--- config.mk ---
export PLATFORM = sky130hd
export DESIGN_NAME = rvl_mbx_responder
export DESIGN_NICKNAME = d
export VERILOG_FILES = /design/src/rtl/rvl_mbx_pkg.sv /design/src/rtl/rvl_mbx_responder.sv
export SDC_FILE = /design/constraint.sdc
export NUM_CORES = 1
export LEC_CHECK = 0
export CORE_MARGIN = 2
export CORE_UTILIZATION = 53
export DETAILED_ROUTE_END_ITERATION = 8
export GPL_TIMING_DRIVEN = 0
export PLACE_DENSITY = 0.85
export REMOVE_ABC_BUFFERS = 1
export SETUP_SLACK_MARGIN = 0.1
export SLEW_MARGIN = 20
export SYNTH_ARGS = -nofsm -noshare
export SYNTH_HDL_FRONTEND = slang
export SYNTH_SLANG_ARGS = --single-unit
--- constraint.sdc ---
create_clock -name usr_clk -period 5.8 [get_ports usr_clk]
set_input_delay 0.58 -clock usr_clk [delete_from_list [all_inputs] [get_ports usr_clk]]
set_output_delay 0.58 -clock usr_clk [all_outputs]
set_load 0.02 [all_outputs]
--- src/rtl/rvl_mbx_pkg.sv ---
// Shared definitions for the Reveal mailbox command responder: word offsets,
// opcodes, status codes, field positions and the responder state encoding.
package rvl_mbx_pkg;

    localparam int unsigned OFF_CMD   = 0;
    localparam int unsigned OFF_ARG0  = 1;
    localparam int unsigned OFF_ARG1  = 2;
    localparam int unsigned OFF_RESP  = 3;
    localparam int unsigned OFF_RDATA = 4;

    localparam logic [3:0] OP_WRITE = 4'd1;
    localparam logic [3:0] OP_READ  = 4'd2;
    localparam logic [3:0] OP_PING  = 4'd3;

    localparam logic [1:0] ST_OK      = 2'd0;
    localparam logic [1:0] ST_BAD_OP  = 2'd1;
    localparam logic [1:0] ST_TIMEOUT = 2'd2;

    localparam int unsigned CMD_GO_BIT      = 31;
    localparam int unsigned CMD_OP_LSB      = 0;
    localparam int unsigned SEQ_LSB         = 8;
    localparam int unsigned RESP_DONE_BIT   = 31;
    localparam int unsigned RESP_STATUS_LSB = 16;

    typedef enum logic [3:0] {
        S_IDLE,
        S_RD_CMD,
        S_CHK_CMD,
        S_RD_ARG0,
        S_RD_ARG1,
        S_DECODE,
        S_EXEC,
        S_WR_RDATA,
        S_WR_RESP,
        S_CLR_CMD
    } state_t;

    function automatic logic [31:0] make_resp(input logic [1:0] st, input logic [7:0] seq);
        logic [31:0] w;
        w = '0;
        w[RESP_DONE_BIT]            = 1'b1;
        w[RESP_STATUS_LSB +: 2]     = st;
        w[SEQ_LSB +: 8]             = seq;
        return w;
    endfunction

    function automatic logic [31:0] make_cmd(input logic go, input logic [7:0] seq, input logic [3:0] op);
        logic [31:0] w;
        w = '0;
        w[CMD_GO_BIT]       = go;
        w[SEQ_LSB +: 8]     = seq;
        w[CMD_OP_LSB +: 4]  = op;
        return w;
    endfunction

endpackage

--- src/rtl/rvl_mbx_responder.sv ---
// User-clock command responder: polls the mailbox CMD word, runs write/read/ping
// against the user register bus, then posts RDATA, RESP and clears the go bit.
module rvl_mbx_responder
    import rvl_mbx_pkg::*;
#(
    parameter int unsigned ADDR_WIDTH      = 16,
    parameter int unsigned DATA_WIDTH      = 32,
    parameter int unsigned BASE_ADDR       = 0,
    parameter int unsigned POLL_INTERVAL   = 64,
    parameter int unsigned TIMEOUT_CYCLES  = 1024,
    parameter int unsigned UREG_ADDR_WIDTH = 16
) (
    input  logic                       usr_clk,
    input  logic                       usr_rst_n,
    input  logic                       enable,
    output logic                       mbx_ce,
    output logic                       mbx_we,
    output logic [ADDR_WIDTH-1:0]      mbx_addr,
    output logic [DATA_WIDTH-1:0]      mbx_wdata,
    input  logic [DATA_WIDTH-1:0]      mbx_rdata,
    output logic                       ureg_req,
    output logic                       ureg_we,
    output logic [UREG_ADDR_WIDTH-1:0] ureg_addr,
    output logic [31:0]                ureg_wdata,
    input  logic                       ureg_ack,
    input  logic [31:0]                ureg_rdata,
    output logic                       busy,
    output logic                       cmd_err
);

    if (DATA_WIDTH != 32) begin : g_width_check
        $error("rvl_mbx_responder: DATA_WIDTH must be 32");
    end

    localparam int unsigned PW      = (POLL_INTERVAL > 0) ? $clog2(POLL_INTERVAL + 1) : 1;
    localparam int unsigned TW      = (TIMEOUT_CYCLES > 0) ? $clog2(TIMEOUT_CYCLES + 1) : 1;
    localparam int unsigned TO_LAST = (TIMEOUT_CYCLES > 0) ? TIMEOUT_CYCLES - 1 : 0;

    state_t                     state;
    logic [PW-1:0]              poll_cnt;
    logic [TW-1:0]              exec_cnt;
    logic [3:0]                 op;
    logic [7:0]                 seq;
    logic [UREG_ADDR_WIDTH-1:0] arg0;
    logic [1:0]                 status;
    logic [7:0]                 last_seq;
    logic                       seq_seen;

    function automatic logic [ADDR_WIDTH-1:0] mbx_word(input int unsigned off);
        return ADDR_WIDTH'(BASE_ADDR + off);
    endfunction

    assign busy = (state != S_IDLE);

    // Every mailbox access lasts exactly one cycle: ce/we default low and are
    // raised only on the transition into the state that owns the access.
    always_ff @(posedge usr_clk or negedge usr_rst_n) begin
        if (!usr_rst_n) begin
            state      <= S_IDLE;
            poll_cnt   <= '0;
            exec_cnt   <= '0;
            op         <= '0;
            seq        <= '0;
            arg0       <= '0;
            status     <= ST_OK;
            last_seq   <= '0;
            seq_seen   <= 1'b0;
            mbx_ce     <= 1'b0;
            mbx_we     <= 1'b0;
            mbx_addr   <= '0;
            mbx_wdata  <= '0;
            ureg_req   <= 1'b0;
            ureg_we    <= 1'b0;
            ureg_addr  <= '0;
            ureg_wdata <= '0;
            cmd_err    <= 1'b0;
        end else begin
            mbx_ce  <= 1'b0;
            mbx_we  <= 1'b0;
            cmd_err <= 1'b0;
            case (state)
                S_IDLE: begin
                    if (!enable) begin
                        poll_cnt <= '0;
                    end else if (poll_cnt >= PW'(POLL_INTERVAL)) begin
                        poll_cnt <= '0;
                        mbx_ce   <= 1'b1;
                        mbx_addr <= mbx_word(OFF_CMD);
                        state    <= S_RD_CMD;
                    end else begin
                        poll_cnt <= poll_cnt + 1'b1;
                    end
                end
                S_RD_CMD: state <= S_CHK_CMD;
                S_CHK_CMD: begin
                    // Skipping an already-handled seq tolerates a stale go=1 word.
                    if (!mbx_rdata[CMD_GO_BIT] ||
                        (seq_seen && mbx_rdata[SEQ_LSB +: 8] == last_seq)) begin
                        state <= S_IDLE;
                    end else begin
                        op       <= mbx_rdata[CMD_OP_LSB +: 4];
                        seq      <= mbx_rdata[SEQ_LSB +: 8];
                        mbx_ce   <= 1'b1;
                        mbx_addr <= mbx_word(OFF_ARG0);
                        state    <= S_RD_ARG0;
                    end
                end
                S_RD_ARG0: begin
                    mbx_ce   <= 1'b1;
                    mbx_addr <= mbx_word(OFF_ARG1);
                    state    <= S_RD_ARG1;
                end
                S_RD_ARG1: begin
                    arg0  <= mbx_rdata[UREG_ADDR_WIDTH-1:0];
                    state <= S_DECODE;
                end
                S_DECODE: begin
                    exec_cnt <= '0;
                    status   <= ST_OK;
                    if (op == OP_WRITE || op == OP_READ) begin
                        ureg_req   <= 1'b1;
                        ureg_we    <= (op == OP_WRITE);
                        ureg_addr  <= arg0;
                        ureg_wdata <= mbx_rdata[31:0];
                        state      <= S_EXEC;
                    end else if (op == OP_PING) begin
                        mbx_ce    <= 1'b1;
                        mbx_we    <= 1'b1;
                        mbx_addr  <= mbx_word(OFF_RDATA);
                        mbx_wdata <= ~mbx_rdata;
                        state     <= S_WR_RDATA;
                    end else begin
                        status    <= ST_BAD_OP;
                        mbx_ce    <= 1'b1;
                        mbx_we    <= 1'b1;
                        mbx_addr  <= mbx_word(OFF_RESP);
                        mbx_wdata <= DATA_WIDTH'(make_resp(ST_BAD_OP, seq));
                        state     <= S_WR_RESP;
                    end
                end
                S_EXEC: begin
                    // Ack is tested first so a same-cycle ack beats the timeout.
                    if (ureg_ack) begin
                        ureg_req <= 1'b0;
                        mbx_ce   <= 1'b1;
                        mbx_we   <= 1'b1;
                        if (ureg_we) begin
                            mbx_addr  <= mbx_word(OFF_RESP);
                            mbx_wdata <= DATA_WIDTH'(make_resp(ST_OK, seq));
                            state     <= S_WR_RESP;
                        end else begin
                            mbx_addr  <= mbx_word(OFF_RDATA);
                            mbx_wdata <= DATA_WIDTH'(ureg_rdata);
                            state     <= S_WR_RDATA;
                        end
                    end else if (exec_cnt >= TW'(TO_LAST)) begin
                        ureg_req  <= 1'b0;
                        status    <= ST_TIMEOUT;
                        mbx_ce    <= 1'b1;
                        mbx_we    <= 1'b1;
                        mbx_addr  <= mbx_word(OFF_RESP);
                        mbx_wdata <= DATA_WIDTH'(make_resp(ST_TIMEOUT, seq));
                        state     <= S_WR_RESP;
                    end else begin
                        exec_cnt <= exec_cnt + 1'b1;
                    end
                end
                S_WR_RDATA: begin
                    mbx_ce    <= 1'b1;
                    mbx_we    <= 1'b1;
                    mbx_addr  <= mbx_word(OFF_RESP);
                    mbx_wdata <= DATA_WIDTH'(make_resp(status, seq));
                    state     <= S_WR_RESP;
                end
                S_WR_RESP: begin
                    mbx_ce    <= 1'b1;
                    mbx_we    <= 1'b1;
                    mbx_addr  <= mbx_word(OFF_CMD);
                    mbx_wdata <= DATA_WIDTH'(make_cmd(1'b0, seq, op));
                    state     <= S_CLR_CMD;
                end
                S_CLR_CMD: begin
                    last_seq <= seq;
                    seq_seen <= 1'b1;
                    cmd_err  <= (status != ST_OK);
                    state    <= S_IDLE;
                end
                default: state <= S_IDLE;
            endcase
        end
    end

endmodule
# Yosys cells after proc, flatten, opt, wreduce, memory -nomap -nowiden
# Cells that the tools add are included.
# Widths: inputs -> output; s select.
[word_totals] register_bits=162 output_inout_bits=102
[op_classes] n_bitwise=2 n_mux=47 eq_ne=22 add_sub_neg=2 reduce_logical=20 magnitude_cmp=2
[ops] operator="$mux 32" count=5
[ops] operator="$pmux 32 s4" count=1
[ops] operator="$pmux 16 s7" count=1
[ops] operator="$mux 16" count=6
[ops] operator="$pmux 4 s9" count=1
[ops] operator="$not 32->32" count=1
[ops] operator="$mux 4" count=7
[ops] operator="$mux 11" count=2
[ops] operator="$pmux 11 s2" count=1
[ops] operator="$eq 4x2->1 const B" count=4
[ops] operator="$eq 4x3->1 const B" count=4
[ops] operator="$ne 2x2->1 const B" count=8
[ops] operator="$reduce_and 3->1" count=5
[ops] operator="$mux 7" count=2
[ops] operator="$mux 1" count=12
[ops] operator="$add 11x1->11 const B" count=1
[ops] operator="$ge 11x10->1 const B" count=1
[ops] operator="$eq 4x1->1 const B" count=2
[ops] operator="$eq 4x4->1 const B" count=2
[ops] operator="$eq 8x8->1" count=1
[ops] operator="$reduce_bool 4->1" count=2
[ops] operator="$add 7x1->7 const B" count=1
[ops] operator="$ge 7x7->1 const B" count=1
[ops] operator="$reduce_bool 7->1" count=1
[ops] operator="17 further kinds" count=23

# Logic depth before layout (Yosys ltp)
[depth] ltp_word=5 mapped_depth=8 ltp_nobuf=6

# Least setup slack after synthesis
# No wires, ideal clock.
[synth_timing] path_type="register to register" start="register op[3]" end="register mbx_addr[0]" t_arrival_ns=2.180 path_slack_ns=3.495 setup_ns=0.125 period_less_slack_ns=2.305 path_stages_with_launch=9 path_cell_list="dfrtp_1 > or2_0 > clkbuf_1 > o311a_1 > buf_4 > nor3_4 > or3b_1 > buf_2 > mux2_4"
[synth_between] elab_chain_len=4
[synth_rtl] item="start, declared" line="rvl_mbx_responder.sv:42" rtl="logic [3:0] op;"
[synth_rtl] item="start signal, assigned" line="rvl_mbx_responder.sv:101" rtl="op <= mbx_rdata[CMD_OP_LSB +: 4];"
[synth_rtl] item="$eq 4x2->1, or another cell as far along" line="rvl_mbx_responder.sv:126" rtl="end else if (op == OP_PING) begin"
[synth_rtl] item="$mux 3 / $logic_or 1x1->1 (equally long branches)" line="rvl_mbx_responder.sv:126, rvl_mbx_responder.sv:120"
[synth_rtl] item="$mux 16 / $ne 2x2->1 (equally long branches)"
[synth_rtl] item="$pmux 16 s7 / $reduce_and 6->1 (equally long branches)"
[synth_rtl] item="end signal, assigned" line="rvl_mbx_responder.sv:88" rtl="mbx_addr <= mbx_word(OFF_CMD);"
[synth_rtl] item="end signal, assigned" line="rvl_mbx_responder.sv:129" rtl="mbx_addr <= mbx_word(OFF_RDATA);"
[synth_rtl] item="end signal, assigned" line="rvl_mbx_responder.sv:136" rtl="mbx_addr <= mbx_word(OFF_RESP);"
[synth_rtl] item="end, declared" line="rvl_mbx_responder.sv:18" rtl="output logic [ADDR_WIDTH-1:0] mbx_addr,"
# Several ways; a longest one is shown, not always the timed one. The select of a mux whose other input is x is not followed.
# A chain may end at the register's enable or synchronous reset.

# Worst setup path in the final report
[layout_timing] start="register state[1]" end="register mbx_wdata[1]"
[layout_between] elab_chain_len=3
[layout_rtl] item="start, declared" line="rvl_mbx_responder.sv:39" rtl="state_t state;"
[layout_rtl] item="start signal, assigned" line="rvl_mbx_responder.sv:59" rtl="state <= S_IDLE;"
[layout_rtl] item="start signal, assigned" line="rvl_mbx_responder.sv:89" rtl="state <= S_RD_CMD;"
[layout_rtl] item="start signal, assigned" line="rvl_mbx_responder.sv:94" rtl="S_RD_CMD: state <= S_CHK_CMD;"
[layout_rtl] item="$eq 4x3->1 / $eq 4x4->1 (equally long branches)" line="rvl_mbx_responder.sv:81" rtl="case (state)"
[layout_rtl] item="$ne 3x3->1 (no line), or another cell as far along"
[layout_rtl] item="$reduce_and 3->1 (no line)"
[layout_rtl] item="end signal, assigned" line="rvl_mbx_responder.sv:130" rtl="mbx_wdata <= ~mbx_rdata;"
[layout_rtl] item="end signal, assigned" line="rvl_mbx_responder.sv:137" rtl="mbx_wdata <= DATA_WIDTH'(make_resp(ST_BAD_OP, seq));"
[layout_rtl] item="end signal, assigned" line="rvl_mbx_responder.sv:149" rtl="mbx_wdata <= DATA_WIDTH'(make_resp(ST_OK, seq));"
[layout_rtl] item="end, declared" line="rvl_mbx_responder.sv:19" rtl="output logic [DATA_WIDTH-1:0] mbx_wdata,"
# Several ways; a longest one is shown, not always the timed one.

==> results.sh <==
export IMPL_synth_ff_type="dfrtp_1"
export IMPL_final_common_cell="clkdlybuf4s50_1"
export IMPL_criticalPathCategory="reg2reg"
export IMPL_top_layer="met4"
export IMPL_syn_area_per_cell_um2=11.3
export IMPL_crit_arrival_ps=3960
export IMPL_drive_gt1_share_pct=18.2
export IMPL_fill_cells=886
export IMPL_maxCapViolations=0
export IMPL_finalSetupViolCount=0
export IMPL_die_x_um=117
export IMPL_hold_viol=0
export IMPL_end_kind="register"
export IMPL_tightest_slew_ps=1010
export IMPL_whs_ps=102
export IMPL_clk_pin_slew_ps=60
export IMPL_synth_area_um2=6740
export IMPL_max_slew_margin_pct=32.1
export IMPL_r2r_start="state[1]$_DFFE_PN0P_"
export IMPL_period_minus_slack_ps=3660
export IMPL_drcViolationCount=0
export IMPL_placed_cell_area_um2=8480
export IMPL_setup_slack_ps=2140
export IMPL_syn2layout_area_growth_pct=34.1
export IMPL_synthDistinctLibCells=61
export IMPL_synth_edf_count=0
export IMPL_ctsHoldBuffers=0
export IMPL_grt_overflow=0
export IMPL_diodes=0
export IMPL_antenna_left=0
export IMPL_cp_slowest_cell="nor4_4"
export IMPL_netlist_top_cells_area="dfrtp_1, mux2_2, nor2_1"
export IMPL_hpwlAfterDp_um=11900
export IMPL_endpoint="mbx_wdata[1]$_DFFE_PN0P_"
export IMPL_dr_pass1_iters=5
export IMPL_dp_slack_ps=2010
export IMPL_max_freq_mhz=273
export IMPL_ys_seq_area_share_pct=55.4
export IMPL_leakage_nw=3.86
export IMPL_path_cells="nand4bb_1 > nor4_4 > nor3_4 > buf_8 > inv_1 > mux2_2"
export IMPL_p_per_area_nw_per_um2=539
export IMPL_vdd_drop_max_v=0.000332
export IMPL_fin_nets=813
export IMPL_startpoint="state[1]$_DFFE_PN0P_"
export IMPL_hp_class="in2async"
export IMPL_start_util_pct=53.8
export IMPL_yosys_area_top_type="dfrtp_1"
export IMPL_ioPinCount=170
export IMPL_synth_cells=596
export IMPL_grt_max_degree=79
export IMPL_ys_ff_latch=149
export IMPL_port_buffer_count=156
export IMPL_htreeDepth=4
export IMPL_grt_pass1_vias=5540
export IMPL_grt_pass1_wl_um=27700
export IMPL_wl_met2_um=8810
export IMPL_r2r_worst_path_cells=6
export IMPL_wirelength_um=17200
export IMPL_r2r_end="mbx_wdata[1]$_DFFE_PN0P_"
export IMPL_die_y_um=117
export IMPL_p_total_mw=4.87
export IMPL_numCtsBuffers=17
export IMPL_cp_required_ps=6110
export IMPL_tritoncts="yes"
export IMPL_gp_congestion=0.883
export IMPL_met1_length_um=6570
export IMPL_cts_resized=0
export IMPL_drt_iter0_markers=349
export IMPL_stdcell_area_um2=9030
export IMPL_multi_input_area_um2=2820
export IMPL_wl_per_cell_um=18.6
export IMPL_layout_common_cells="clkdlybuf4s50_1, dfrtp_1, mux2_2"
export IMPL_grt_usage_pct=26.9
export IMPL_cts_root_buf="clkbuf_16"
export IMPL_cts_sinks=149
export IMPL_clk_latency_ps=430
export IMPL_via_per_inst=5.72
export IMPL_cts_setup_buffers=0
export IMPL_fin_skew_ps=10.0
export IMPL_seq_area_um2=3730
export IMPL_start_kind="register"
export IMPL_antenna_found_initial=0
export IMPL_setup_tns_ps=0
export IMPL_die_area_um2=13600
export IMPL_row_count=41
export IMPL_clk_path_buf_depth=2
export IMPL_vias=5298
export IMPL_yosys_warnings=0
export IMPL_final_max_slew_viol_count=0
export IMPL_cp_slowest_stage_delay_ps=850
export IMPL_synth_top_area_share_pct=55.4
export IMPL_async_reset_ff_share_pct=100
export IMPL_coreArea_um2=12500
export IMPL_rrSetupSlack_ps=2140
export IMPL_critPathMaxFanout=22
export IMPL_dr_wl_met3_um=1260
export IMPL_status="finished, final reports clean"
export IMPL_rsz0062_at_grt="false"
export IMPL_finalCritPeriodShare_pct=63.1
per-layer routing:
metal  GRT usage [%]  vias to the layer above
met5               0                        -
met4            12.8                        0
met3            8.61                       42
met2            45.0                      222
met1            31.5                     2633
li1                -                     2401
flip-flops by register name, indices dropped and copies added, names as in the netlist:
signal      count
ureg_wdata     32
mbx_addr        3
status          2
mbx_wdata      32
exec_cnt       11
arg0           16
op              4
seq             8
ureg_req        1
mbx_ce          1
ureg_addr      16
mbx_we          1
cmd_err         1
last_seq        8
ureg_we         1
poll_cnt        7
state           4
seq_seen        1
how the worst min path moves through the flow:
stage / slack (ps) / start / endpoint / cells past startpoint
floorplan: 280 / usr_rst_n / arg0[0]$_DFFE_PN0P_ / 0
global placement: 440 / seq_seen$_DFFE_PN0P_ / seq_seen$_DFFE_PN0P_ / 1
detailed placement: 450 / seq_seen$_DFFE_PN0P_ / seq_seen$_DFFE_PN0P_ / 1
CTS: 130 / usr_rst_n / ureg_wdata[28]$_DFFE_PN0P_ / 1
global route: 140 / usr_rst_n / mbx_wdata[16]$_DFFE_PN0P_ / 1
finish: 100 / usr_rst_n / ureg_wdata[28]$_DFFE_PN0P_ / 1
critical path, delay by kind of cell, from the launching register on:
family	cells	cell delay, ps
buffers and inverters	2	630
DFF	1	760
and+or+nand+nor	3	1750
muxes	1	400
cell families (layout without fill, tap and decap cells):
| family | count (synthesis) | after routing | share of synthesized area (%) |
|---|---|---|---|
| AOI/OAI and AO/OA | 120 | 120 | 11.0 |
| xor gates and xnor gates | 13 | 13 | 1.69 |
| adders and majority gates | 3 | 3 | 0.557 |
| buffers and inverters | 58 | 204 | 4.12 |
| DFF | 149 | 149 | 55.4 |
| muxes | 91 | 91 | 15.3 |
| other | 1 | 13 | 0.0557 |
| and+or+nand+nor | 161 | 161 | 11.9 |
cell usage after synthesis, drive strengths merged, types with 4 or more instances:
cell / count
dfrtp: 149
mux2: 90
nor2: 55
a21oi: 39
nand2: 39
o21ai: 39
buf: 26
clkbuf: 23
nor4: 14
nand3: 13
inv: 9
a221oi: 8
nor3: 8
xor2: 8
o31ai: 7
xnor2: 5
a22oi: 4
and3: 4
nand2b: 4
through the flow:
step	util, %	instances
final	72.2	926
after global routing	72.2	926
after CTS	72.1	926
after detailed placement	67.7	895
after global placement	66.4	887
after floorplan	-	559
layout make-up:
cell class,instances,share of cell area [%]
sequential,149,41.3
multi-input combinational,401,31.3
timing repair buffer,164,18.7
clock buffer,24,5.22
tap,172,2.38
clock inverter,7,0.817
inverter,9,0.374
report_power, final:
part	total, mW	switching, mW	internal (mW)	leakage (nW)
clock	1.02	0.408	0.611	0.265
sequential	1.81	0.332	1.48	1.88
combinational	2.04	1.03	1.01	1.71
total	4.87	1.77	3.10	3.86
Note: power is estimated with default switching activity, not from simulation.
==> variant 1, RTL diff (config.mk and constraints unchanged) <==
Set the parameter `TIMEOUT_CYCLES` to 512 (it was 1024).
--- a/src/rtl/rvl_mbx_responder.sv
+++ b/src/rtl/rvl_mbx_responder.sv
@@ -7,7 +7,7 @@
     parameter int unsigned DATA_WIDTH      = 32,
     parameter int unsigned BASE_ADDR       = 0,
     parameter int unsigned POLL_INTERVAL   = 64,
-    parameter int unsigned TIMEOUT_CYCLES  = 1024,
+    parameter int unsigned TIMEOUT_CYCLES  = 512,
     parameter int unsigned UREG_ADDR_WIDTH = 16
 ) (
     input  logic                       usr_clk,
Check against the original RTL: same outputs for any inputs over 10 cycles, from zero or initial values and one cycle with usr_rst_n low; that may be too few to reach the edited logic, so the function may still have changed.
==> variant 1 against the original RTL <==
Worst setup slack improved by 380 ps. Non-clock buffer count did not move. Final area is 0.67% lower. Sequential cell count fell by 1. Synthesized area is 0.37% lower. Critical path depth decreased by 1. Clock skew is 2.6 ps higher. Core utilization decreased by 0.18 points. Total power shrank 8.8%. Synthesized cell count down 5.9%. Count of clock-buffer cells in the layout is 4 lower. Final cell count shrank 3.5%. Routed wire length rose by 2.8%. Critical endpoint is now mbx_wdata[0]$_DFFE_PN0P_. Highest routed layer unchanged.
==> variant 1: results (changes against the original RTL) <==
Power and ir drop
  – Power Internal: 2.87 mW (-7.4%)
  – Psw: 1.57 mW (-11%)
  – Leak: 3.91 nW (+1.4%)
  – Flop pwr share: 38.4% (+1.3 points)
  – Logic pwr share: 38.0% (-3.9 points)

STA
  – Final Skew: 12.6 ps (+2.58 ps)
  – Hold slack: 92.4 ps (-9.65 ps)

Yosys
  – Compound-Gate Fraction of Synth Area: 12.3% (+1.2 points)
  – XOR/XNOR Fraction of Synth Area: 1.96% (+0.27 points)
  – Commonest cells post-synth: dfrtp_1 (148), mux2_2 (80), nand2_1 (46), o21ai_0 (35), nor2_1 (34)
  – Seq/Total Area, Yosys: 55.2% (-0.17 points)
  – Post-synthesis adder-cell area fraction: 0.559% (+0.0021 points)

Final layout
  – Filler instances: 793 (-10%)
  – Multi-In Gates: 371 (-7.5%)
  – Sequential cell area share: 41.3% (about the same)
  – Non-clk buf share: 18.7% (+0.041 points)
  – Final clock-cell share: 6.26% (+0.22 points)
  – Area of the multi-input gates: 2790 sq um (-1.3%)

Placed design
  – Routability cong.: 0.776 (-12%)
  – Pre-CTS WS: 2550 ps (+542 ps)

Global route
  – Pin count of the biggest net entering global routing: 80 (+1.3%)
  – Vias in the first global route: 5361 (-3.2%)
  – Tot GR Track Use: 27.5% (+0.55 points)

Setup path
  – Worst setup endpoint: mbx_wdata[0]$_DFFE_PN0P_

Status
  – Status: finished clean
## variant 1: changes by cell type after synthesis, sizes merged, moves of 8 or more
| cell | before | now |
|---|---|---|
| a21oi | 39 | 13 |
| a211oi | 1 | 9 |
| nor2 | 55 | 34 |
| nor4 | 14 | 0 |
| a2bb2oi | 1 | 17 |
## variant 1: cells by family (layout without fill, tap and decap cells)
logic type	after synthesis	in the layout
and+or+nand+nor	131	131
DFF	148	148
muxes	90	90
other	1	13
xor gates and xnor gates	15	15
adders and majority gates	3	3
AOI/OAI and AO/OA	119	119
buffers and inverters	54	203
## variant 1: routing by layer
layer,track usage (%),up-vias,routed length [um]
li1,-,2292,-
met1,32.1,2615,6660
met2,45.1,212,8990
met3,10.1,40,1520
met4,13.0,0,500
met5,0,-,0
## variant 1: worst max-delay path, cell delays in order (launching register included)
cell and delay, ps:
dfrtp_1 830, nor4b_4 180, nor2_1 730, nand2_1 800, o21ai_0 440, mux2_2 210
==> variant 2, RTL diff (same flow settings) <==
Made on the original files. Reset style: synchronous (`usr_rst_n`), changed in one clocked block.
--- a/src/rtl/rvl_mbx_responder.sv
+++ b/src/rtl/rvl_mbx_responder.sv
@@ -54,7 +54,7 @@
 
     // Every mailbox access lasts exactly one cycle: ce/we default low and are
     // raised only on the transition into the state that owns the access.
-    always_ff @(posedge usr_clk or negedge usr_rst_n) begin
+    always_ff @(posedge usr_clk) begin
         if (!usr_rst_n) begin
             state      <= S_IDLE;
             poll_cnt   <= '0;
Function: same outputs for any inputs over 10 cycles, from zero or initial values and one cycle with usr_rst_n low; that may be too few to reach the edited logic, so the function may still have changed.
==> variant 2 against the original RTL <==
Final cell count increased by 18%. Routed wire length increased by 4.3%. Sequential cell count unchanged. Core utilization increased by 1.1 points. Synthesized area decreased by 3.1%. Via count increased by 16%. Final area decreased by 2.5%. Count of clock-buffer cells in the layout unchanged. Sequential share of layout area decreased by 7.4 points. Worst setup slack improved by 600 ps. Global-route usage about the same. Clock skew decreased by 4.7 ps.
Power is not compared: it rests on default switching activity, and its combinational part moved more than twofold at a synthesized area within 25%.
==> variant 2: results (changes against the original RTL) <==
Yosys
  – Top FF cell, synth: dfxtp_1
  – Most common cell in the netlist: nand2_1
  – Commonest cells post-synth: nand2_1 (232), dfxtp_1 (149), a21oi_1 (92), mux2i_1 (46), nor2_1 (44)
  – Seq/Total Area, Yosys: 45.7% (-9.7 points)
  – Async SR Flop Fraction: 0% (-100 points)
  – Syn Area/Cell: 8.09 sq um (-28%)
  – Netlist cell types: 62 (+1.6%)

STA
  – Max-slew headroom at the worst pin: 31.1% (-0.92 points)
  – Final Skew: 5.34 ps (-4.69 ps)

CTS
  – Num CTS Buffers: 17 (unchanged)

Setup path
  – Worst-path fanout max: 23 (+4.5%)
  – Critical Path AT: 2480 ps (-1480 ps)

Placed design
  – Pre-CTS WS: 2890 ps (+881 ps)
  – Dpl cells: 1064 (+19%)
  – Dpl cell area: 8250 sq um (-2.7%)
  – Detailed Place HPWL: 11.8 mm (-0.49%)
  – Routability cong.: 0.860 (-2.6%)

Global route
  – Tot GR Track Use: 26.9% (about the same)
  – Vias in the first global route: 5715 (+3.2%)
  – First-pass GRT wire length: 28.1 mm (+1.3%)
  – Pin count of the biggest net entering global routing: 62 (-22%)

Route
  – Via count: 6129 (+16%)
  – Iter 0 DRT Violations: 477 (+37%)
  – Avg WL per Cell: 16.4 um (-12%)

Min path
  – Worst hold path class: flop to flop

Final layout
  – Layout cells sized above 1: 5.50% (-13 points)
  – Nets: 1007 (+24%)

Status
  – Status: finished clean
## variant 2: cell count changes in the layout (fill, tap and decap cells not counted), moves of 7 or more
| cell | delta |
|---|---|
| o2bb2ai_1 | +17 |
| o21ai_0 | -22 |
| dfxtp_1 | +149 |
| a221oi_1 | -7 |
| nor4_1 | -11 |
| a211o_1 | +7 |
| mux2_2 | -86 |
| dfrtp_1 | -149 |
| nand2_1 | +192 |
| nor2_1 | -11 |
| mux2i_1 | +45 |
| a21oi_1 | +53 |
| nor3_1 | +9 |
## variant 2: area by class of cell
| cell class | instances | area (sq um) |
|---|---|---|
| multi-input cells | 591 | 3260 |
| fillers | 948 | 3210 |
| flip-flops and latches | 149 | 2980 |
| repair buffers | 165 | 1770 |
| clock buffers | 24 | 502 |
| well taps | 147 | 184 |
| clock inverters | 4 | 47.5 |
| inverters | 12 | 47.5 |
## variant 2: path summary, 6_finish.rpt
kind / end / depth (start not counted) / slack (ps) / start
worst min-delay path: ureg_addr[6]$_SDFFE_PN0P_ / 2 / 450 / arg0[6]$_SDFFE_PN0P_
worst min register to register: ureg_addr[6]$_SDFFE_PN0P_ / 2 / 450 / arg0[6]$_SDFFE_PN0P_
worst max register to register: mbx_wdata[1]$_SDFFE_PN0P_ / 5 / 2900 / state[3]$_SDFFE_PN0P_
worst max-delay path: busy / 3 / 2740 / state[0]$_SDFFE_PN0P_
## variant 2: where the power goes
part | leakage, nW | total, mW | switching [mW] | internal [mW]
Sequential | 1.20 | 1.03 | 0.000741 | 1.02
Combinational | 1.77 | 0.102 | 0.0526 | 0.0493
Clock | 0.270 | 1.03 | 0.393 | 0.635
Total | 3.24 | 2.16 | 0.446 | 1.71
## variant 2: kinds of logic (layout without fill, tap and decap cells)
family	Yosys count	after routing	synth area share, %
and+or+nand+nor	346	346	22.8
muxes	46	46	7.05
xor gates and xnor gates	13	13	1.74
AOI/OAI and AO/OA	170	170	16.6
adders and majority gates	3	3	0.575
other	1	13	0.0574
DFF	149	149	45.7
buffers and inverters	79	205	5.46
## variant 2: layer usage
layer	track usage [%]	share of wire, %
met2	46.2	48
met5	0	0
met3	6.27	7.2
met4	8.43	1.5
met1	33.7	43
## variant 2: worst max-delay path, cell delays in order (launching register included)
cell             delay, ps
dfxtp_1                540
nor4_2                 700
inv_1                  230
clkdlybuf4s50_1        590
